`config.mk`:
```
export PLATFORM = sky130hd
export DESIGN_NAME = bcdtobin
export DESIGN_NICKNAME = d
export VERILOG_FILES = /design/src/rtl/bcdtobin.sv
export SDC_FILE = /design/constraint.sdc
export NUM_CORES = 1
export LEC_CHECK = 0
export CAP_MARGIN = 10
export CORE_MARGIN = 2
export CORE_UTILIZATION = 60
export CTS_CLUSTER_DIAMETER = 120
export DETAILED_ROUTE_END_ITERATION = 12
export HOLD_SLACK_MARGIN = 0.1
export PLACE_DENSITY = 0.86
export SLEW_MARGIN = 20
export SYNTH_ARGS = -nofsm -noshare
export SYNTH_HDL_FRONTEND = slang
export SYNTH_SLANG_ARGS = --single-unit
```
`constraint.sdc`:
```
create_clock -name clk -period 4.47 [get_ports clk]
set_input_delay 0.6705 -clock clk [delete_from_list [all_inputs] [get_ports clk]]
set_output_delay 0.6705 -clock clk [all_outputs]
set_load 0.005 [all_outputs]
```
`src/rtl/bcdtobin.sv`:
```
// ---------------------------------------------------------------------------
// bcdtobin
// Sequential signed-BCD to two's-complement binary converter. It turns
// keypad-entered digit strings into signed ALU operands. It is the inverse of
// the display's binary-to-BCD path.
//
// The input word is a sign nibble followed by NDIG BCD digits, most
// significant digit first. The sign nibble is 4'hF for positive and 4'hE for
// negative. The magnitude is recovered with reverse double dabble, one digit
// bit per clock: shift the scratch register right, then subtract 3 from every
// digit nibble that reads 8 or more.
//
// Ports
//   clk      : system clock, rising edge
//   rst_n    : asynchronous active-low reset
//   start    : conversion request, sampled only while idle
//   bcdnum   : {sign[3:0], NDIG BCD digits}
//   busy     : conversion in progress
//   done     : one-cycle pulse, the cycle after bin/ovf/invalid update
//   bin      : signed BINW-bit result
//   ovf      : magnitude does not fit a BINW-bit signed value
//   invalid  : bad sign nibble, or a digit greater than 9
// ---------------------------------------------------------------------------
module bcdtobin #(
    parameter int NDIG = 7,
    parameter int BINW = 21
) (
    input  logic              clk,
    input  logic              rst_n,
    input  logic              start,
    input  logic [4*NDIG+3:0] bcdnum,
    output logic              busy,
    output logic              done,
    output logic [BINW-1:0]   bin,
    output logic              ovf,
    output logic              invalid
);

    localparam int MAGW = 4 * NDIG;
    localparam int SCRW = 2 * MAGW;
    localparam int CNTW = $clog2(MAGW + 1);

    localparam logic [CNTW-1:0] LAST_ITER = CNTW'(MAGW - 1);
    localparam logic [MAGW-1:0] POS_MAX   = MAGW'((64'd1 << (BINW - 1)) - 64'd1);
    localparam logic [MAGW-1:0] NEG_MAX   = MAGW'(64'd1 << (BINW - 1));

    localparam logic [1:0] ST_IDLE   = 2'd0;
    localparam logic [1:0] ST_CONV   = 2'd1;
    localparam logic [1:0] ST_FINISH = 2'd2;

    logic [1:0]      state_q, state_d;
    logic [SCRW-1:0] scr_q, scr_d;
    logic [CNTW-1:0] cnt_q, cnt_d;
    logic            neg_q, neg_d;
    logic            inv_q, inv_d;
    logic            finish_q;
    logic            done_q;
    logic [BINW-1:0] bin_q, bin_d;
    logic            ovf_q, ovf_d;
    logic            invalid_q, invalid_d;

    logic [3:0]      signNib;
    logic [MAGW-1:0] digits;
    logic [MAGW-1:0] mag;
    logic            signOk;

    // Reports whether any digit nibble lies outside 0..9.
    function automatic logic digitsBad(input logic [MAGW-1:0] d);
        logic bad;
        bad = 1'b0;
        for (int i = 0; i < NDIG; i++) begin
            if (d[4*i +: 4] > 4'd9) begin
                bad = 1'b1;
            end
        end
        return bad;
    endfunction

    // Runs one reverse double dabble step. The register shifts right by one.
    // Then every digit nibble in the upper half that reads 8 or more drops
    // by 3. This undoes the +3 correction of forward double dabble.
    function automatic logic [SCRW-1:0] dabbleStep(input logic [SCRW-1:0] s);
        logic [SCRW-1:0] r;
        logic [3:0]      nib;
        r = s >> 1;
        for (int i = 0; i < NDIG; i++) begin
            nib = r[MAGW + 4*i +: 4];
            if (nib >= 4'd8) begin
                r[MAGW + 4*i +: 4] = nib - 4'd3;
            end
        end
        return r;
    endfunction

    assign signNib = bcdnum[MAGW+3:MAGW];
    assign digits  = bcdnum[MAGW-1:0];
    assign signOk  = (signNib == 4'hE) || (signNib == 4'hF);
    assign mag     = scr_q[MAGW-1:0];

    // Next-state logic.
    // The low BINW bits of a two's-complement negation depend only on the
    // low BINW bits of the operand. So negating the truncated magnitude gives
    // the same result as negating the full-width magnitude and truncating.
    // The range check still uses the full-width magnitude.
    always_comb begin
        state_d   = state_q;
        scr_d     = scr_q;
        cnt_d     = cnt_q;
        neg_d     = neg_q;
        inv_d     = inv_q;
        bin_d     = bin_q;
        ovf_d     = ovf_q;
        invalid_d = invalid_q;

        case (state_q)
            ST_IDLE: begin
                if (start) begin
                    neg_d = (signNib == 4'hE);
                    if (!signOk || digitsBad(digits)) begin
                        inv_d   = 1'b1;
                        state_d = ST_FINISH;
                    end else begin
                        inv_d   = 1'b0;
                        scr_d   = {digits, MAGW'(0)};
                        cnt_d   = '0;
                        state_d = ST_CONV;
                    end
                end
            end

            ST_CONV: begin
                scr_d = dabbleStep(scr_q);
                cnt_d = cnt_q + CNTW'(1);
                if (cnt_q == LAST_ITER) begin
                    state_d = ST_FINISH;
                end
            end

            ST_FINISH: begin
                state_d = ST_IDLE;
                if (inv_q) begin
                    bin_d     = '0;
                    ovf_d     = 1'b0;
                    invalid_d = 1'b1;
                end else if ((!neg_q && (mag > POS_MAX)) || (neg_q && (mag > NEG_MAX))) begin
                    bin_d     = '0;
                    ovf_d     = 1'b1;
                    invalid_d = 1'b0;
                end else begin
                    bin_d     = neg_q ? (BINW'(0) - mag[BINW-1:0]) : mag[BINW-1:0];
                    ovf_d     = 1'b0;
                    invalid_d = 1'b0;
                end
            end

            default: begin
                state_d = ST_IDLE;
            end
        endcase
    end

    // State registers.
    // done trails the FINISH edge by one cycle. finish_q carries that edge
    // forward. A reset that lands in FINISH therefore never yields a pulse.
    always_ff @(posedge clk or negedge rst_n) begin
        if (!rst_n) begin
            state_q   <= ST_IDLE;
            scr_q     <= '0;
            cnt_q     <= '0;
            neg_q     <= 1'b0;
            inv_q     <= 1'b0;
            finish_q  <= 1'b0;
            done_q    <= 1'b0;
            bin_q     <= '0;
            ovf_q     <= 1'b0;
            invalid_q <= 1'b0;
        end else begin
            state_q   <= state_d;
            scr_q     <= scr_d;
            cnt_q     <= cnt_d;
            neg_q     <= neg_d;
            inv_q     <= inv_d;
            finish_q  <= (state_q == ST_FINISH);
            done_q    <= finish_q;
            bin_q     <= bin_d;
            ovf_q     <= ovf_d;
            invalid_q <= invalid_d;
        end
    end

    assign busy    = (state_q != ST_IDLE);
    assign done    = done_q;
    assign bin     = bin_q;
    assign ovf     = ovf_q;
    assign invalid = invalid_q;

endmodule

```
==> impl_metrics.ini <==
[floorplan]
coreArea_um2 = 7687
chip_width_um = 92.66
design.die.area_um2 = 8585
placementRows = 32
io_pins = 60
dieHeight_um = 92.66
initial_core_util_pct = 61.34

[detailed_routing]
postRouteAntennaNets = 0
post_drt_wl_per_cell_um = 15.25
wl_um = 10050
via_count = 3800
number_of_remaining_drc_errors = 0
viasPerCell = 5.766
detailedRoute.firstIterationViolations = 259
dr.pass1.iters = 4

[timing]
slew_violations = 0
skew_ns = 0.01073
final.period_utilization_pct = 62.64
actual_slew_at_the_worst_max_slew_pin_ns = 0.9661
worst_setup_slack_final_ns = 1.670
timing.max_slew.rel_slack_pct = 35.35
report.final.hold_viol_count = 0
max_clock_freq_mhz = 357.1
finalSetupTns_ns = 0
final.min_clock_period_ns = 2.800
final_setup_violating_endpoints = 0
grt_setup_unrepaired = no

[worst_setup_path]
crit_type = reg -> reg
critical_path.n_buffers_inverters = 1
cp_slowest_cell = sky130_fd_sc_hd__nor4b_1
reg2reg_setup_slack_ns = 1.67
crit_required_ns = 4.71
worst_r2r_path_depth = 7
critical_path_arrival_ns = 3.04
crit_path_max_fanout = 20
r2r-start = scr_q[1]
critical_path.endpoint_type = flop
reg2reg_to = bin[17]
crit_chain = inv_1 -> ha_1 -> nor4b_1 -> nand3_1 -> o21ai_1 -> nand2_1 -> o31ai_1
cp_slowest_stage_delay_ns = 0.71
cpLargestDelayFamily = simple AND/OR/NAND/NOR gates
critPathLaunchType = flop

[clock_network]
postCtsSetupBuffers = 0
tritoncts = built
ctsLongestPathBuffers = 2
clock-sinks = 90
post_cts_resize_count = 0
cts-htree-levels = 3
clock_insertion_delay_worst_skew_ns = 0.36
cts_made_buffers = 9
path_clk_slew_ns = 0.08
hold_buffers = 0
cts_root_buffer = sky130_fd_sc_hd__clkbuf_8

[layout]
antennaDiodeCount = 0
finish.net_count = 602
layout-area-overhead-vs-synth_pct = 17.80
layout_commonest_cell = sky130_fd_sc_hd__nand2_1
layout_common_cells = sky130_fd_sc_hd__nand2_1, sky130_fd_sc_hd__dfrtp_1, sky130_fd_sc_hd__clkdlybuf4s50_1, sky130_fd_sc_hd__nor2_1, sky130_fd_sc_hd__o21ai_1
drive_gt1_share_pct = 5.566
fin_area_um2 = 5555

[yosys]
synth.distinct_cells = 44
synth-seq-area-share_pct = 47.76
synth_largest_type_area_fraction_pct = 47.76
post_synth_instance_area_um2 = 4716
synth.avg_cell_area_um2 = 9.265
mappedNetlistNets = 558
synth_ff_type = sky130_fd_sc_hd__dfrtp_1
post_synth_inst_count = 509
synth_seq_cells = 90
yosys.area.top_type = sky130_fd_sc_hd__dfrtp_1
synth_async_sr_flop_share_pct = 100.0
netlist_top_cells_area = sky130_fd_sc_hd__dfrtp_1, sky130_fd_sc_hd__nand2_1, sky130_fd_sc_hd__mux2i_1, sky130_fd_sc_hd__xor2_1, sky130_fd_sc_hd__o31ai_1
synth_edf_count = 0
synth_warnings = 0

[worst_hold_path]
min-delay-start = finish_q
min_to = done
hold_class = reg -> reg
whs_path_depth = 0

[power]
total_power_uw = 1984
switching_share_pct = 30.70
power_density_nw_per_um2 = 357.2
comb_power_share_pct = 17.9
p_seq_share_pct = 54.2
worst_ir_drop_vdd_v = 0.0002363
power.internal_uw = 1375
power.static_leakage_uw = 0.002303
power_switching_uw = 609.1
share_clk_of_total_power_pct = 27.9

[global_routing]
grt_ovf = 0
gr-usage-all-layers_pct = 24.90
number_of_antenna_violations_at_the_first_check_in_global_routing = 0
vias_in_the_first_global_route = 3774
pin_count_of_the_biggest_net_entering_global_routing = 61
grt_pass1_wl_um = 17190

[place]
detailed_place.area_um2 = 5363
detailed_place_hpwl_um = 6945
preCtsSetupSlack_ns = 1.357
io_buffer_count = 59
finalWeightedCongestion = 0.8552

[flow_run]
maxCapViolCount = 0

[run_status]
run_status = completed
==> state kept, by name, indices dropped and copies added, names as in the netlist <==
register and count:
bin 21, cnt_q 5, invalid 1, state_q 2, neg_q 1, finish_q 1
scr_q 56, inv_q 1, ovf 1, done 1
==> metrics by stage <==
| stage | util [%] | hold slack (ns) | cells |
|---|---|---|---|
| 5_1_grt | 72.27 | 0.3837 | 659 |
| 6_report | 72.27 | 0.3617 | 659 |
| 3_5_place_dp | 69.76 | 0.3462 | 644 |
| 3_3_place_gp | 69.76 | 0.3330 | 644 |
| 4_1_cts | 72.27 | 0.3651 | 659 |
| 2_1_floorplan | - | 0.3312 | 509 |
==> per-layer routing <==
layer | vias up | GRT usage [%] | part of all wire, %
met5 | - | 0 | 0
met1 | 1854 | 32.30 | 44
met2 | 84 | 41.91 | 51
li1 | 1846 | - | -
met4 | 0 | 11.15 | 2.0
met3 | 16 | 3.417 | 3.5
==> cell usage after synthesis, drive strengths merged, types with 2 or more instances <==
library cell    n
nand2b         10
o41ai           3
a221o          10
nor4            7
ha             14
xor2           23
clkbuf         31
nand3b          2
xnor2           9
a211oi          2
o31ai          26
dfrtp          90
nand2         102
mux2i          22
o21ai          41
a21oi          25
a311oi          2
buf             2
nor2b           3
inv            16
nand4           5
nand4b          2
nand3           6
nor3            4
or2             2
nor2           38
==> cells by family after synthesis <==
group                    count (synthesis)  synth area share [%]
AND/OR/NAND/NOR                        184                 17.72
AO/OA/AOI/OAI                          117                 15.89
flip-flops                              90                 47.76
buffers and inverters                   49                 4.059
XOR/XNOR                                32                 5.943
multiplexers                            23                 4.908
adder cells (fa/ha/maj)                 14                 3.715
==> how the worst max path moves through the flow <==
stage	slack, ns	startpoint	cells after the start	end
6_report	1.67	scr_q[1]	7	bin[17]
5_1_grt	1.35	scr_q[1]	7	bin[18]
4_1_cts	1.73	scr_q[0]	7	bin[17]
3_5_place_dp	1.36	bcdnum[14]	7	scr_q[44]
3_3_place_gp	1.38	bcdnum[14]	7	scr_q[42]
2_1_floorplan	2.25	bcdnum[14]	6	scr_q[35]
==> worst register-to-register path, cell delays in order, from the launching register on <==
cell                      delay [ns]
sky130_fd_sc_hd__dfrtp_1        0.41
sky130_fd_sc_hd__inv_1          0.11
sky130_fd_sc_hd__ha_1           0.21
sky130_fd_sc_hd__nor4b_1        0.71
sky130_fd_sc_hd__nand3_1        0.17
sky130_fd_sc_hd__o21ai_1        0.22
sky130_fd_sc_hd__nand2_1        0.42
sky130_fd_sc_hd__o31ai_1        0.44
==> area by class of cell <==
cell class / instances / area (µm²)
fillers: 571 / 2132
multi-input cells: 370 / 2282
clock buffers: 11 / 141.4
repair buffers: 66 / 640.6
well taps: 102 / 127.6
inverters: 16 / 60.06
flip-flops and latches: 90 / 2252
clock inverters: 4 / 51.30
==> power by group through the flow <==
stage | Sequential [µW] | Combinational (µW) | Clock [µW]
finish | 1080 | 355 | 554
global route | 1090 | 403 | 594
CTS | 1070 | 359 | 558
detailed placement | 1090 | 355 | 0
global placement | 1080 | 330 | 0
floorplan | 1040 | 267 | 0
Note: power is estimated with default switching activity, not from simulation.
